<file path="config.mk">
export PLATFORM = sky130hd
export DESIGN_NAME = hd_serial_frame_rx
export DESIGN_NICKNAME = d
export VERILOG_FILES = /design/src/rtl/hd_serial_frame_rx_pkg.sv /design/src/rtl/hd_serial_frame_rx_syndrome_chk.sv /design/src/rtl/hd_serial_frame_rx.sv
export SDC_FILE = /design/constraint.sdc
export NUM_CORES = 1
export LEC_CHECK = 0
export ABC_AREA = 0
export BUFFER_PORTS_ARGS = -buffer_cell sky130_fd_sc_hd__buf_2
export CAP_MARGIN = 40
export CORE_ASPECT_RATIO = 1.2
export CORE_MARGIN = 10
export CORE_UTILIZATION = 45
export CTS_BUF_LIST = sky130_fd_sc_hd__clkbuf_4 sky130_fd_sc_hd__clkbuf_8
export CTS_CLUSTER_SIZE = 30
export DETAILED_ROUTE_END_ITERATION = 16
export SYNTH_ARGS = -nofsm -noshare
export SYNTH_HDL_FRONTEND = slang
export SYNTH_HIERARCHICAL = 1
export SYNTH_SLANG_ARGS = --single-unit
</file>
<file path="constraint.sdc">
create_clock -name clk -period 3.5 [get_ports clk]
set_input_delay 0.35 -clock clk [delete_from_list [all_inputs] [get_ports clk]]
set_output_delay 0.35 -clock clk [all_outputs]
set_load 0.03 [all_outputs]
</file>
<file path="src/rtl/hd_serial_frame_rx_pkg.sv">
// Shared definitions for the serial Hamming(7,4) frame receiver and the
// downstream decode/combine stage.
package hd_serial_frame_rx_pkg;

  localparam int WORD_W     = 7;
  localparam int FRAME_BITS = 2 * WORD_W;

  typedef enum logic [1:0] {
    IDLE    = 2'd0,
    COLLECT = 2'd1,
    PEND    = 2'd2
  } state_t;

  // Parity-check rows: bit i of the syndrome is the XOR of the word bits
  // selected by SYN_MASK[i].
  localparam logic [WORD_W-1:0] SYN_MASK0 = 7'b1001110;
  localparam logic [WORD_W-1:0] SYN_MASK1 = 7'b0101101;
  localparam logic [WORD_W-1:0] SYN_MASK2 = 7'b0011011;

  function automatic logic [2:0] syndrome(input logic [WORD_W-1:0] w);
    syndrome = {^(w & SYN_MASK2), ^(w & SYN_MASK1), ^(w & SYN_MASK0)};
  endfunction

endpackage

</file>
<file path="src/rtl/hd_serial_frame_rx_syndrome_chk.sv">
// Combinational Hamming(7,4) syndrome for one received word.
module hd_syndrome_chk
  import hd_serial_frame_rx_pkg::*;
(
  input  logic [WORD_W-1:0] i_word,
  output logic [2:0]        o_syn,
  output logic              o_err
);

  // Syndrome bits and the nonzero flag.
  always_comb begin
    o_syn = syndrome(i_word);
    o_err = |o_syn;
  end

endmodule

</file>
<file path="src/rtl/hd_serial_frame_rx.sv">
// Bit-serial receiver: collects 14-bit frames (word1 then word2, MSB first),
// flags nonzero syndromes and hands frames downstream through a registered
// valid/ready output. The shift register doubles as a second frame buffer
// while the output register is occupied.
module hd_serial_frame_rx
  import hd_serial_frame_rx_pkg::*;
#(
  parameter int GAP_LIMIT = 4
) (
  input  logic              clk,
  input  logic              rst_n,
  input  logic              in_valid,
  input  logic              in_bit,
  output logic              in_ready,
  output logic              out_valid,
  input  logic              out_ready,
  output logic [WORD_W-1:0] code_word1,
  output logic [WORD_W-1:0] code_word2,
  output logic              err1,
  output logic              err2,
  output logic              abort
);

  localparam int              GW       = (GAP_LIMIT > 0) ? $clog2(GAP_LIMIT + 1) : 1;
  localparam logic [GW-1:0]   GAP_LAST = GW'((GAP_LIMIT > 0) ? GAP_LIMIT - 1 : 0);
  localparam logic [3:0]      CNT_LAST = 4'(FRAME_BITS - 1);

  state_t                  r_state, w_state_nxt;
  logic [3:0]              r_cnt, w_cnt_nxt;
  logic [GW-1:0]           r_gap, w_gap_nxt;
  logic [FRAME_BITS-1:0]   r_shift, w_shift_nxt, w_frame;
  logic                    w_accept, w_drain, w_load, w_abort_nxt;
  logic                    r_abort;
  logic                    r_out_valid, r_err1, r_err2;
  logic [WORD_W-1:0]       r_cw1, r_cw2;
  logic [2:0]              w_syn1, w_syn2;
  logic                    w_err1, w_err2;
  logic                    w_unused;

  assign in_ready   = (r_state != PEND);
  assign w_accept   = in_valid && (r_state != PEND);
  assign w_drain    = r_out_valid && out_ready;

  assign out_valid  = r_out_valid;
  assign code_word1 = r_cw1;
  assign code_word2 = r_cw2;
  assign err1       = r_err1;
  assign err2       = r_err2;
  assign abort      = r_abort;

  // Frame candidate: in PEND the buffered frame, otherwise the shift
  // register with the incoming bit appended (the 14th bit loads directly).
  always_comb begin
    w_frame = (r_state == PEND) ? r_shift : {r_shift[FRAME_BITS-2:0], in_bit};
  end

  hd_syndrome_chk u_syn1 (
    .i_word (w_frame[FRAME_BITS-1:WORD_W]),
    .o_syn  (w_syn1),
    .o_err  (w_err1)
  );

  hd_syndrome_chk u_syn2 (
    .i_word (w_frame[WORD_W-1:0]),
    .o_syn  (w_syn2),
    .o_err  (w_err2)
  );

  // Only the nonzero flags are registered here; the raw syndromes belong to
  // the decode stage.
  assign w_unused = ^{w_syn1, w_syn2};

  // State register.
  always_ff @(posedge clk or negedge rst_n) begin
    if (!rst_n) r_state <= IDLE;
    else        r_state <= w_state_nxt;
  end

  // Next state, collection counters and output-load decision.
  always_comb begin
    w_state_nxt = r_state;
    w_cnt_nxt   = r_cnt;
    w_gap_nxt   = r_gap;
    w_shift_nxt = r_shift;
    w_load      = 1'b0;
    w_abort_nxt = 1'b0;
    case (r_state)
      IDLE: begin
        w_gap_nxt = '0;
        if (w_accept) begin
          w_shift_nxt = w_frame;
          w_cnt_nxt   = 4'd1;
          w_state_nxt = COLLECT;
        end
      end
      COLLECT: begin
        if (w_accept) begin
          w_shift_nxt = w_frame;
          w_gap_nxt   = '0;
          if (r_cnt == CNT_LAST) begin
            w_cnt_nxt = 4'd0;
            // Load straight through when the output slot is free or frees now.
            if (!r_out_valid || out_ready) begin
              w_load      = 1'b1;
              w_state_nxt = IDLE;
            end else begin
              w_state_nxt = PEND;
            end
          end else begin
            w_cnt_nxt = r_cnt + 4'd1;
          end
        end else if (GAP_LIMIT > 0) begin
          if (r_gap == GAP_LAST) begin
            w_state_nxt = IDLE;
            w_cnt_nxt   = 4'd0;
            w_gap_nxt   = '0;
            w_abort_nxt = 1'b1;
          end else begin
            w_gap_nxt = r_gap + 1'b1;
          end
        end
      end
      PEND: begin
        if (w_drain) begin
          w_load      = 1'b1;
          w_state_nxt = IDLE;
        end
      end
      default: w_state_nxt = IDLE;
    endcase
  end

  // Collection datapath and abort pulse.
  always_ff @(posedge clk or negedge rst_n) begin
    if (!rst_n) begin
      r_cnt   <= 4'd0;
      r_gap   <= '0;
      r_shift <= '0;
      r_abort <= 1'b0;
    end else begin
      r_cnt   <= w_cnt_nxt;
      r_gap   <= w_gap_nxt;
      r_shift <= w_shift_nxt;
      r_abort <= w_abort_nxt;
    end
  end

  // Output register: load wins over drain so back-to-back frames keep
  // out_valid high with no bubble.
  always_ff @(posedge clk or negedge rst_n) begin
    if (!rst_n) begin
      r_out_valid <= 1'b0;
      r_cw1       <= '0;
      r_cw2       <= '0;
      r_err1      <= 1'b0;
      r_err2      <= 1'b0;
    end else if (w_load) begin
      r_out_valid <= 1'b1;
      r_cw1       <= w_frame[FRAME_BITS-1:WORD_W];
      r_cw2       <= w_frame[WORD_W-1:0];
      r_err1      <= w_err1;
      r_err2      <= w_err2;
    end else if (w_drain) begin
      r_out_valid <= 1'b0;
    end
  end

endmodule

</file>
Word level (Yosys, flattened, before mapping)
Index checks and enable logic that the tools add are counted.
Storage, ports and cells
  word-level logic and storage cells: 66
  input port bits: 5
  memory bits (read-only): 0
  bits in latches: 0
  bits in writable memories: 0
  memories kept: 0
  flip-flop bits (word level): 41
  output and inout bits: 19
Operators by class
  reduce and logical (&&, ||, !) cells: 19
  magnitude comparators: 0
  add/subtract/negate cells: 2
  equal/unequal tests: 9
  mux-type cells: 26
  shift-type cells: 0
  div/mod/pow operators: 0
  bitwise logic cells: 0
  multipliers: 0
Operator list (number)
  parity 7 bit: 6
  two-way mux 4 bit: 4
  two-way mux 14 bit: 1
  two-way mux 2 bit: 6
  two-way mux 1 bit: 9
  case mux 4 bit (2 select lines): 1
  two-way mux 3 bit: 2
  inequality test 2 bit, second input constant: 3
  inequality test 3 bit, second input constant: 2
  case mux 2 bit (3 select lines): 1
  case mux 3 bit (2 select lines): 1
  OR reduction 3 bit: 2
  adder 4 x 1 -> 4 bit, second input constant: 1
  equality test 4 bit, second input constant: 1
  AND reduction 4 bit: 1
  nonzero test 2 bit: 2
  adder 3 x 1 -> 3 bit, second input constant: 1
  equality test 3 x 2 -> 1 bit, second input constant: 1
  AND reduction 3 bit: 1
  equality test 2 x 1 -> 1 bit, second input constant: 1
  equality test 2 bit, second input constant: 1
  logical AND 1 bit: 2
  zero test 2 bit: 1
  case mux 1 bit (2 select lines): 1
  4 further kinds: 4

Longest topological paths before layout
  depth after elaboration: 7
  depth in mapped cells: 10
  depth with buffers taken out: 8

By module
The synthesis kept the hierarchy.
Modules (own cells, without submodules)
  hd_serial_frame_rx: instances 1, sequential area each 1026.0 µm², cells an instance 196, area each 1948.1 µm²
  hd_syndrome_chk: instances 2, sequential area each 0.0 µm², cells an instance 9, area each 83.8 µm²

Worst setup path before layout
No wires, ideal clock.
  path kind: reg-to-reg
  start: reg r_state[0]
  end: reg r_err1 (netlist: err1)
  required time: 3.375 ns
  setup slack: 1.031 ns
  arrival time: 2.344 ns
  cell stages (with the launch flop): 11
  setup time: 0.125 ns
  path buffers: 2
  path through: dfrtp_1 -> inv_1 -> ha_1 -> buf_4 -> buf_2 -> mux2i_1 -> inv_1 -> xor2_2 -> xnor2_1 -> or3_1 -> mux2_4
On the way
  word-level cells in the longest chain between the ends: 4
  elaborated cells between the ends (all ways): 11
  those cells by class: eq/ne (3); mux (3); reduce/logical (5)
RTL lines
  from (decl): line hd_serial_frame_rx.sv:28  | state_t r_state, w_state_nxt;
  from (signal assigned): line hd_serial_frame_rx.sv:76  | else r_state <= w_state_nxt;
  equality test 2 bit: line hd_serial_frame_rx.sv:54  | w_frame = (r_state == PEND) ? r_shift : {r_shift[FRAME_BITS-2:0], in_bit};
  two-way mux 14 bit: line hd_serial_frame_rx.sv:54
  via w_frame[9]: line hd_serial_frame_rx.sv:31  | logic [FRAME_BITS-1:0] r_shift, w_shift_nxt, w_frame;
  parity 7 bit: line hd_serial_frame_rx_pkg.sv:21  | syndrome = {^(w & SYN_MASK2), ^(w & SYN_MASK1), ^(w & SYN_MASK0)};
  via w_syn1[0]: line hd_serial_frame_rx.sv:36  | logic [2:0] w_syn1, w_syn2;
  OR reduction 3 bit: line hd_serial_frame_rx_syndrome_chk.sv:13  | o_err = |o_syn;
  via w_err1: line hd_serial_frame_rx.sv:37  | logic w_err1, w_err2;
  to (signal assigned): line hd_serial_frame_rx.sv:161  | r_err1 <= w_err1;
  to (decl): line hd_serial_frame_rx.sv:34  | logic r_out_valid, r_err1, r_err2;
The timed path passes the listed nets, and every way through them passes these cells.
A chain may end at the register's enable or synchronous reset.

Worst setup path after layout
Ends and elaborated chain as after synthesis.

==> key figures <==
Yosys
  • Syn Area/Cell: 9.89 sq um
  • Xor-xnor portion of the synthesized cell area: 7.33%
  • Cell count after synthesis: 214
  • Adder-cell area share of the yosys netlist: 4.14%
  • Synth Area in Simple Gates: 13.1%
  • Synth unique cells: 38
  • Synth Register Bits: 41
  • Syn_nets: 226
  • Post-synthesis mux area share: 8.57%
  • Sequential share of the synthesized area: 48.5%
  • Main combinational cell family by area after synthesis: simple AND/OR/NAND/NOR gates
  • Compound-gate portion of the synthesized area: 12.7%
  • Mapped Area: 0.00212 sq mm
  • Total number of yosys warnings: 6

Timing
  • Final Hold Fails: 0
  • Tcrit/Tclk final: 76.0%
  • RSZ-0062 raised after global routing: no
  • Crit path time final: 2.66 ns
  • Fmax: 0.376 GHz
  • Final setup viols: 0
  • Worst hold margin: 0.421 ns
  • Tightest Pin Transition: 0.894 ns
  • Final TNS setup: 0 ns
  • Headroom to the max-slew limit: 40.4%
  • Clock Skew: 0.00273 ns
  • Max-slew violation count: 0

Floorplanning
  • Die Wd: 82.6 um
  • Die area: 0.00786 sq mm
  • FP Rows: 27
  • IO Count: 24
  • Die Ht: 95.1 um
  • Initial core utilization: 46.4%
  • Core Region: 0.00456 sq mm

Power and ir drop
  • Sw frac: 36.1%
  • Clk pwr share: 19.9%
  • Combinational share of power: 37.8%
  • Worst VDD drop: 0.364 mV
  • Power per cell area: 660 mW/mm^2
  • Leak pwr: 1.21 nW
  • Flop pwr share: 42.2%
  • Internal Power: 1.02 mW
  • Sw Pwr: 0.573 mW

Worst hold path
  • Worst Hold Endpoint: abort
  • Hold_sp: in_valid
  • Hold Path Class: primary input to register
  • Worst hold stages: 4

Detailed routing
  • Post-route ant nets: 0
  • Via count: 1458
  • Drt initial violations: 57
  • Final WL: 3.94 mm
  • Wire per inst: 13.2 um
  • Detailed-route DRC error count: 0
  • Vias per cell: 4.88
  • Pre-antenna DRT Iters: 4

Clock network
  • Worst skew pair latency: 0.29 ns
  • Number of gates resized after cts: 0
  • Total CTS buffers: 5
  • Clk root buf: clkbuf_8
  • TritonCTS Sinks: 41
  • Clock buffer depth: 2
  • CTS tree: done
  • H-tree depth: 2
  • Clk pin slew, worst setup/hold paths: 0.07 ns

Final layout
  • Final #Nets: 253
  • Layout area overhead: 13.8%
  • Share of layout cells above drive strength 1: 17.8%
  • ANT cells: 0
  • # fillers: 437
  • Design area: 0.00241 sq mm

Setup path
  • CP startpoint kind: register
  • Worst R2R End: err1
  • Worst r2r src: r_state[0]
  • Crit path launch: r_state[0]
  • Setup crit end kind: register
  • Worst r2r path cells: 9
  • WP data required: 3.68 ns
  • R2r setup slk: 0.84 ns
  • WS Path Type: register to register
  • Crit Path Max Fanout: 12
  • Critical Path AT: 2.84 ns

GRT
  • Total global-route track usage: 11.3%
  • Vias in the first global route: 1461
  • Largest net degree at the start of global routing: 30
  • First-pass GRT wire length: 6.97 mm
  • Total gr overflow: 0
  • Initial antenna violation count: 0

Placement
  • Hpwl dp: 2.97 mm
  • Port Buffers: 23
  • RePlAce Congestion: 0.691
  • Placement Cell Area: 0.00231 sq mm

Flow run
  • Max-cap violations: 0

Status
  • Status: completed
[power by group through the flow]
stage	Combinational [mW]	Sequential [mW]	Clock, mW
6_report	0.601	0.671	0.317
3_3_place_gp	0.596	0.676	0
2_1_floorplan	0.495	0.669	0
5_1_grt	0.698	0.687	0.352
3_5_place_dp	0.613	0.679	0
4_1_cts	0.614	0.670	0.332
[Yosys cell counts, drive strengths merged]
master	n	area [sq um]
dfrtp	41	1030
nand2	37	141
o21ai	32	164
inv	19	71.3
mux2i	14	140
xnor2	12	105
nor2	9	33.8
buf	7	46.3
ha	7	87.6
xor2	4	50.1
a21oi	3	15.0
mux2	3	41.3
nand2b	3	18.8
a22o	2	17.5
nand3	2	10.0
o221ai	2	17.5
or3	2	12.5
a211o	1	8.76
a21o	1	7.51
a41oi	1	16.3
and2	1	6.26
and3	1	6.26
and3b	1	12.5
and4	1	8.76
clkbuf	1	3.75
nand3b	1	7.51
nor2b	1	6.26
nor3	1	5.00
nor3b	1	7.51
o21a	1	7.51
o21bai	1	7.51
o22ai	1	6.26
[kinds of logic after synthesis]
logic type | after synthesis
AO/OA/AOI/OAI | 45
XOR/XNOR | 16
multiplexers | 17
flip-flops | 41
AND/OR/NAND/NOR | 61
adder cells (fa/ha/maj) | 7
buffers and inverters | 27
[stage by stage]
step | setup slack [ns] | util, % | instances | power, mW
2_1_floorplan | 1.03 | - | 214 | 1.16
3_3_place_gp | 0.878 | 50.2 | 290 | 1.27
3_5_place_dp | 0.785 | 50.6 | 291 | 1.29
4_1_cts | 0.792 | 52.8 | 299 | 1.62
5_1_grt | 0.613 | 52.8 | 299 | 1.74
6_report | 0.840 | 52.8 | 299 | 1.59
[layout make-up]
class                      instances  area (sq um)  area share [%]
sequential                        41          1030            42.6
clock buffer                       7          90.1            3.74
inverter                          19          71.3            2.96
multi-input combinational        146           968            40.2
tap                               58          72.6            3.01
timing repair buffer              28           180            7.48
[critical path: stages, from the launching register on]
cell and delay [ns]:
dfrtp_1 0.40, inv_1 0.11, ha_1 0.46, buf_12 0.21, mux2i_1 0.30, inv_1 0.14
xor2_2 0.18, xnor2_1 0.13, or3_1 0.36, mux2_4 0.27
[layer usage]
layer,up-vias,wire length [um],track usage [%]
met5,-,0,0
met1,676,1800,13.5
met4,0,48,4.19
met2,23,1930,18.4
li1,755,-,-
met3,4,166,3.67
[cell usage in the layout, fill, tap and decap left out, drive strengths merged, types with 2 or more instances in the layout]
cell type | synthesis | layout
inv | 19 | 19
a21oi | 3 | 3
mux2i | 14 | 14
nand2b | 3 | 3
nand2 | 37 | 37
nand3 | 2 | 2
or3 | 2 | 2
o21ai | 32 | 32
a22o | 2 | 2
ha | 7 | 7
nor2 | 9 | 9
mux2 | 3 | 3
clkbuf | 1 | 7
xnor2 | 12 | 12
dfrtp | 41 | 41
xor2 | 4 | 4
buf | 7 | 27
o221ai | 2 | 2
[flip-flops by register name (all words and copies together) (netlist names)]
name and cells:
abort 1, code_word1 7, code_word2 7, err1 1
err2 1, out_valid 1, r_cnt 4, r_gap 3
r_shift 14, r_state 2
[timing repair]
item                      in CTS  in global routing
hold buffers                   1                  0
hold endpoints to repair      12                  0
buffers inserted               0                  0
[how the worst max path moves through the flow]
stage / slack, ns / cells past startpoint / to
6_report: 0.84 / 9 / err1
5_1_grt: 0.61 / 9 / err2
4_1_cts: 0.79 / 9 / err1
3_5_place_dp: 0.79 / 9 / err1
3_3_place_gp: 0.88 / 9 / err1
2_1_floorplan: 1.03 / 10 / err1
Note: power is estimated with default switching activity, not from simulation.
